===== config.mk =====
export PLATFORM = sky130hd
export DESIGN_NAME = pwm_bank
export DESIGN_NICKNAME = d
export VERILOG_FILES = /design/src/rtl/pwm_bank.sv
export SDC_FILE = /design/constraint.sdc
export NUM_CORES = 1
export LEC_CHECK = 0
export CELL_PAD_IN_SITES_DETAIL_PLACEMENT = 0
export CELL_PAD_IN_SITES_GLOBAL_PLACEMENT = 1
export CORE_ASPECT_RATIO = 1.2
export CORE_UTILIZATION = 44
export CTS_BUF_LIST = sky130_fd_sc_hd__clkbuf_16
export DETAILED_ROUTE_END_ITERATION = 10
export GPL_TIMING_DRIVEN = 0
export PLACE_DENSITY = 0.83
export SYNTH_ARGS = -nofsm -noshare
export SYNTH_HDL_FRONTEND = slang
export SYNTH_SLANG_ARGS = --single-unit

===== constraint.sdc =====
create_clock -name clk -period 3.8 [get_ports clk]
set_clock_uncertainty 0.05 [all_clocks]
set_input_delay 0.76 -clock clk [delete_from_list [all_inputs] [get_ports clk]]
set_output_delay 0.76 -clock clk [all_outputs]
set_load 0.01 [all_outputs]

===== src/rtl/pwm_bank.sv =====
// pwm_bank: CHANNELS PWM outputs driven from one shared WIDTH-bit counter.
// Each period's length and the duties are taken from double-buffered
// registers that update only at the period boundary, so a period is never
// torn by a mid-period write.
// Duty updates arrive through a valid/ready handshake into one pending
// buffer that holds all channels; that buffer transfers to the active
// duties at the next boundary.
// Optional build macro PWM_BANK_CENTER_EN switches the counter from an
// up-only sawtooth to up/down counting, which gives centre-aligned pulses.
module pwm_bank #(
  parameter int unsigned WIDTH    = 20,
  parameter int unsigned CHANNELS = 2
) (
  input  logic                      clk,
  input  logic                      reset,
  input  logic                      enable,
  input  logic [WIDTH-1:0]          period,
  input  logic [CHANNELS*WIDTH-1:0] duty_data,
  input  logic                      duty_valid,
  output logic                      duty_ready,
  output logic [CHANNELS-1:0]       pwm_out,
  output logic                      period_start
);

  // Shared counter and active period.
  logic [WIDTH-1:0] cnt_q, cnt_d, cnt_next;
  logic [WIDTH-1:0] period_act_q, period_act_d;

  // Active duties and the pending buffer, one WIDTH-bit slot per channel.
  logic [CHANNELS-1:0][WIDTH-1:0] duty_act_q, duty_act_d;
  logic [CHANNELS-1:0][WIDTH-1:0] pend_q, pend_d;
  logic                           pend_full_q, pend_full_d;

  // Registered outputs.
  logic [CHANNELS-1:0] pwm_q, pwm_d;
  logic                ps_q, ps_d;

  logic boundary;
  logic load;
  logic accept;

`ifdef PWM_BANK_CENTER_EN
  // High while the counter walks back down from period_act to 1.
  logic dir_down_q, dir_down_d, dir_next;
`endif

  assign duty_ready = ~pend_full_q;
  assign accept     = duty_valid & duty_ready;

`ifdef PWM_BANK_CENTER_EN
  // Counter step for up/down counting: 0..P, then P-1..1, then back to 0.
  always_comb begin
    cnt_next = cnt_q;
    dir_next = dir_down_q;
    if (!dir_down_q) begin
      if (cnt_q >= period_act_q) begin
        // If P is 0 or 1, the down leg is empty, so the counter returns to 0 directly.
        if (cnt_q <= WIDTH'(1)) begin
          cnt_next = '0;
          dir_next = 1'b0;
        end else begin
          cnt_next = cnt_q - WIDTH'(1);
          dir_next = 1'b1;
        end
      end else begin
        cnt_next = cnt_q + WIDTH'(1);
      end
    end else begin
      if (cnt_q <= WIDTH'(1)) begin
        cnt_next = '0;
        dir_next = 1'b0;
      end else begin
        cnt_next = cnt_q - WIDTH'(1);
      end
    end
  end
`else
  // Counter step for the sawtooth: 0..P, then wrap to 0.
  always_comb begin
    cnt_next = cnt_q + WIDTH'(1);
    // The >= comparison still wraps if the counter is somehow past P.
    if (cnt_q >= period_act_q) begin
      cnt_next = '0;
    end
  end
`endif

  // A boundary is any running cycle whose successor restarts the count at 0.
  // While disabled, the buffers transfer every cycle.
  always_comb begin
    boundary = (cnt_next == '0);
    load     = ~enable | boundary;
  end

  // Next state for the counter, the active registers and the pending buffer.
  always_comb begin
    cnt_d        = cnt_q;
    period_act_d = period_act_q;
    duty_act_d   = duty_act_q;
    pend_d       = pend_q;
    pend_full_d  = pend_full_q;
`ifdef PWM_BANK_CENTER_EN
    dir_down_d   = dir_down_q;
`endif

    if (enable) begin
      cnt_d = cnt_next;
`ifdef PWM_BANK_CENTER_EN
      dir_down_d = dir_next;
`endif
    end else begin
      cnt_d = '0;
`ifdef PWM_BANK_CENTER_EN
      dir_down_d = 1'b0;
`endif
    end

    if (load) begin
      period_act_d = period;
      if (pend_full_q) begin
        duty_act_d  = pend_q;
        pend_full_d = 1'b0;
      end
    end

    // accept needs an empty buffer, so it never races the transfer above.
    if (accept) begin
      pend_d      = duty_data;
      pend_full_d = 1'b1;
    end
  end

  // Output compare: each output is one cycle behind the counter value it reflects.
  always_comb begin
    pwm_d = '0;
    for (int i = 0; i < CHANNELS; i++) begin
      pwm_d[i] = enable & (cnt_q < duty_act_q[i]);
    end
    ps_d = enable & (cnt_q == '0);
  end

  // State registers with synchronous reset.
  always_ff @(posedge clk) begin
    if (reset) begin
      cnt_q        <= '0;
      period_act_q <= '0;
      duty_act_q   <= '0;
      pend_q       <= '0;
      pend_full_q  <= 1'b0;
      pwm_q        <= '0;
      ps_q         <= 1'b0;
    end else begin
      cnt_q        <= cnt_d;
      period_act_q <= period_act_d;
      duty_act_q   <= duty_act_d;
      pend_q       <= pend_d;
      pend_full_q  <= pend_full_d;
      pwm_q        <= pwm_d;
      ps_q         <= ps_d;
    end
  end

`ifdef PWM_BANK_CENTER_EN
  // Direction register for up/down counting.
  always_ff @(posedge clk) begin
    if (reset) begin
      dir_down_q <= 1'b0;
    end else begin
      dir_down_q <= dir_down_d;
    end
  end
`endif

  assign pwm_out      = pwm_q;
  assign period_start = ps_q;

endmodule

* After elaboration in Yosys (flattened, before gate mapping) *
Cells that the tools add are included.

word-level totals
  register bits after elaboration = 124
  bits of input ports = 64
  memories = 0
  bits in latches = 0
  ROM bits = 0
  RAM bits = 0
  word-level logic and storage cells = 28

cells by class
  magnitude comparators = 3
  bitwise operators = 7
  eq/ne operators = 0
  multipliers = 0
  multiplexer cells = 3
  shifts and indexed selects = 0
  add/subtract/negate cells = 1
  reduce and logical (&&, ||, !) cells = 5
  div/mod/pow operators = 0

operators by type and width
  operator                                                         count
  20-bit zero test                                                 2
  20-bit < comparator                                              2
  20-bit by 1-bit adder with 20-bit output, second input constant  1
  20-bit >= comparator                                             1
  20-bit 2-to-1 mux                                                1
  1-bit bitwise AND                                                4
  1-bit 2-to-1 mux                                                 2
  1-bit inverter                                                   2
  2-bit AND reduction                                              1
  2-bit nonzero test                                               1
  2-bit OR reduction                                               1
  1-bit bitwise OR                                                 1

* Longest topological paths before layout *
  depth after elaboration = 6
  gate-level depth with buffers = 12

* Worst setup path before layout *
OpenSTA, ideal clock, no wires.

  path kind = flip-flop to flip-flop
  start = register cnt_q[1]
  end = register duty_act_q[0] in the netlist's numbering
  stages on the path, launching flop included = 11
  required time = 3607 ps
  data arrival time = 3140 ps
  path slack = 466 ps
  setup time = 143 ps
  path through = dfxtp_1 > ha_1 > nand4_4 > or4_4 > or3b_1 > a221o_1 > or4_1 > buf_2 > clkbuf_1 > nand3_1 > a21oi_2

on the way
  cells in the longest elaborated chain, start to end = 5
  elaborated cells on any way between the ends = 6

ends and longest elaborated chain
  element                                                                           line    text
  from (decl)                                                                       26      logic [WIDTH-1:0] cnt_q, cnt_d, cnt_next;
  from (signal assigned)                                                            153     cnt_q <= cnt_d;
  20-bit by 1-bit adder with 20-bit output or 20-bit >= comparator (tied branches)  80, 82
  20-bit 2-to-1 mux (*)                                                             82      if (cnt_q >= period_act_q) begin
  20-bit zero test (*)                                                              91      boundary = (cnt_next == '0);
  1-bit bitwise OR (*)                                                              92      load = ~enable | boundary;
  2-bit AND reduction (no source line) (*)                                          n/a
  to (signal assigned)                                                              155     duty_act_q <= duty_act_d;
  to (decl)                                                                         30      logic [CHANNELS-1:0][WIDTH-1:0] duty_act_q, duty_act_d;

Every way passes the cells marked *; elsewhere a longest branch is shown, timed or not.
A chain may end at the register's enable or synchronous reset.

* Final worst setup path *
  start = register cnt_q[6]
  end = register duty_act_q[21] in the netlist's numbering

The elaborated chain is that of the path after synthesis.

==> impl_metrics.py <==
metrics = {
    "outcome": {
        "status": "complete, no violations",
    },
    "synthesis": {
        "synth_top_cell_area_share_pct": 36.2,
        "syn-cell-area_sq_um": 6860,
        "synth_ff_type": "dfxtp_1",
        "ys_top_cells_by_count": "dfxtp_1, nand2_1, inv_1",
        "synth_area_leader_cell": "dfxtp_1",
        "netlist_instances": 801,
        "seq_area_frac_synth_pct": 36.2,
        "syn_nets": 925,
        "avgSynthCellArea_sq_um": 8.57,
        "synth_edf_count": 0,
        "synth-seq-cells": 124,
        "synth.most_common_cell": "dfxtp_1",
        "yosys_warnings": 0,
        "async_reset_ff_share_pct": 0,
        "synth_area_leaders": "dfxtp_1, ha_1, a21bo_1",
        "ys_types": 52,
    },
    "grt": {
        "antenna_found_initial": 0,
        "grt_pass1_vias": 5224,
        "grt_max_degree": 17,
        "track_usage_pct": 20.4,
        "grt_pass1_wl_microns": 25400,
        "grt_overflow": 0,
    },
    "critical_path": {
        "worst_ep_arrival_time_ns": 3.86,
        "startpoint_type": "register",
        "cp.required_ns": 4.03,
        "cp_num_buf_inv": 3,
        "cp_cell_sequence": "buf_4 -> nand3_2 -> or4_4 -> or3b_1 -> a221o_1 -> or4_1 -> buf_2 -> clkbuf_1 -> nand3_1 -> a21oi_2",
        "slowest_stage": "or4_4",
        "worst_path_dominant_cell_family": "simple AND/OR/NAND/NOR gates",
        "endpoint_kind": "register",
        "max_stage_delay_ns": 0.62,
        "critPathKind": "reg2reg",
        "critical_path.max_fanout": 10,
    },
    "routing": {
        "postRouteAntennaNets": 0,
        "wl_per_cell_microns": 13.9,
        "drt_pass1_iterations": 5,
        "routed_wl_microns": 15300,
        "vias_per_cell": 5.05,
        "drt_iter0_markers": 175,
        "num_vias": 5566,
        "drcViolationCount": 0,
    },
    "timing": {
        "post-route-period-util_pct": 95.6,
        "tns_ns": 0,
        "max_freq_mhz": 275,
        "grt_setup_unrepaired": "no",
        "finalSetupViolCount": 0,
        "worst_pin_slew_ns": 0.760,
        "hold_viol": 0,
        "setup_ws_ns": 0.167,
        "relSlewSlack_pct": 48.9,
        "fin_crit_ns": 3.63,
        "slew_viol_final": 0,
    },
    "clocking": {
        "htree_levels": 4,
        "root_buffer": "clkbuf_16",
        "cts_tree": "yes",
        "clkSinkCount": 124,
        "worst_skew_pair.late_latency_ns": 0.42,
        "clk_pin_slew_ns": 0.05,
        "cts_hold_buffers": 0,
        "clock_path_buffers": 2,
        "cts_buffers": 17,
    },
    "power": {
        "ir_worst_vdd_mv": 0.291,
        "leakage_nw": 3.13,
        "p_per_area_nw_per_um2": 386,
    },
    "place": {
        "io_buffers": 67,
        "placed_cell_area_sq_um": 7790,
        "post-dp-hpwl_microns": 11300,
        "place_congestion": 0.838,
        "post-place-ws_ns": -0.0904,
    },
    "final_layout": {
        "fin_area_sq_um": 8350,
        "utilization_pct": 55.1,
        "nets": 1011,
        "fillers": 1441,
        "n_antenna_cell": 0,
        "drive_gt1_share_pct": 9.80,
        "area_growth_pct": 21.6,
    },
    "worst_hold_path": {
        "hold_class": "reg2reg",
    },
    "die": {
        "core_sq_um": 15100,
        "design.die.area_sq_um": 16100,
        "start_util_pct": 45.3,
        "die_w_microns": 116,
        "num_io_pins": 68,
        "rows": 49,
        "die_y_microns": 139,
    },
    "flow_run": {
        "drv_cap": 0,
    },
}
## registers in the layout (all words and copies together) (netlist names)
name / cells
period_start: 1
period_act_q: 20
pend_q: 40
pend_full_q: 1
pwm_out: 2
cnt_q: 20
duty_act_q: 40
## through the flow
step / hold slack, ns / total power, W / std cells
after floorplan: 0.383 / 0.00162 / 801
after global placement: 0.388 / 0.00176 / 1072
after detailed placement: 0.396 / 0.00176 / 1072
after CTS: 0.403 / 0.00326 / 1102
after global routing: 0.418 / 0.00336 / 1102
final: 0.399 / 0.00322 / 1102
## cells by family after synthesis
family / count (synthesis) / share of synthesized area (%)
AND/OR/NAND/NOR: 277 / 20.4
AO/OA/AOI/OAI: 188 / 20.6
flip-flops: 124 / 36.2
buffers and inverters: 116 / 6.98
adder cells (fa/ha/maj): 60 / 10.9
multiplexers: 20 / 2.92
XOR/XNOR: 16 / 2.04
## worst min-delay path, cell delays in order, from the launching register on
cell and delay [ns]:
dfxtp_1 0.30, nand2_1 0.05, a21oi_1 0.05
## report_power, final
group	total (W)	internal, W	switching [W]
Combinational	0.000343	0.000171	0.000172
Clock	0.00149	0.000936	0.000552
Sequential	0.00139	0.00136	0.0000299
## per-layer routing
metal,share of wire (%),global-route usage [%]
met5,0,0
met2,48,33.6
met3,3.3,4.20
met1,47,25.8
met4,2.0,7.83
## cell type report
| class | instances | area, sq um | share of cell area, % |
|---|---|---|---|
| clock inverters | 13 | 114 | 1.36 |
| flip-flops and latches | 124 | 2490 | 29.8 |
| well taps | 204 | 255 | 3.06 |
| clock buffers | 17 | 425 | 5.10 |
| inverters | 65 | 244 | 2.92 |
| repair buffers | 67 | 671 | 8.03 |
| plain buffers | 51 | 236 | 2.83 |
| multi-input cells | 561 | 3910 | 46.9 |
## cell usage in the layout (no fill, tap or decap), types with 20 or more instances in the layout
| cell type | Yosys | final |
|---|---|---|
| a21bo_1 | 40 | 40 |
| a21oi_1 | 52 | 52 |
| a21oi_2 | 40 | 40 |
| clkbuf_1 | 31 | 30 |
| clkdlybuf4s50_1 | 0 | 67 |
| dfxtp_1 | 124 | 120 |
| ha_1 | 60 | 59 |
| inv_1 | 65 | 69 |
| mux2i_1 | 20 | 20 |
| nand2_1 | 91 | 91 |
| nand2b_1 | 48 | 48 |
| nand3_1 | 50 | 50 |
| nor2_1 | 30 | 30 |
## final timing paths
kind / from / endpoint / slack, ns / cells past startpoint
worst min-delay path: pend_q[20]$_SDFFE_PP0P_ / pend_q[20]$_SDFFE_PP0P_ / 0.40 / 2
worst max-delay path: cnt_q[6]$_SDFF_PP0_ / duty_act_q[21]$_SDFFE_PP0P_ / 0.17 / 10
worst min register to register: pend_q[20]$_SDFFE_PP0P_ / pend_q[20]$_SDFFE_PP0P_ / 0.40 / 2
worst max register to register: cnt_q[6]$_SDFF_PP0_ / duty_act_q[21]$_SDFFE_PP0P_ / 0.17 / 10
## timing repair
action | CTS | global route
endpoints found under the setup margin | 40 | 40
resized for setup | 1 | 7
buffers inserted | 0 | 0
Note: power is estimated with default switching activity, not from simulation.
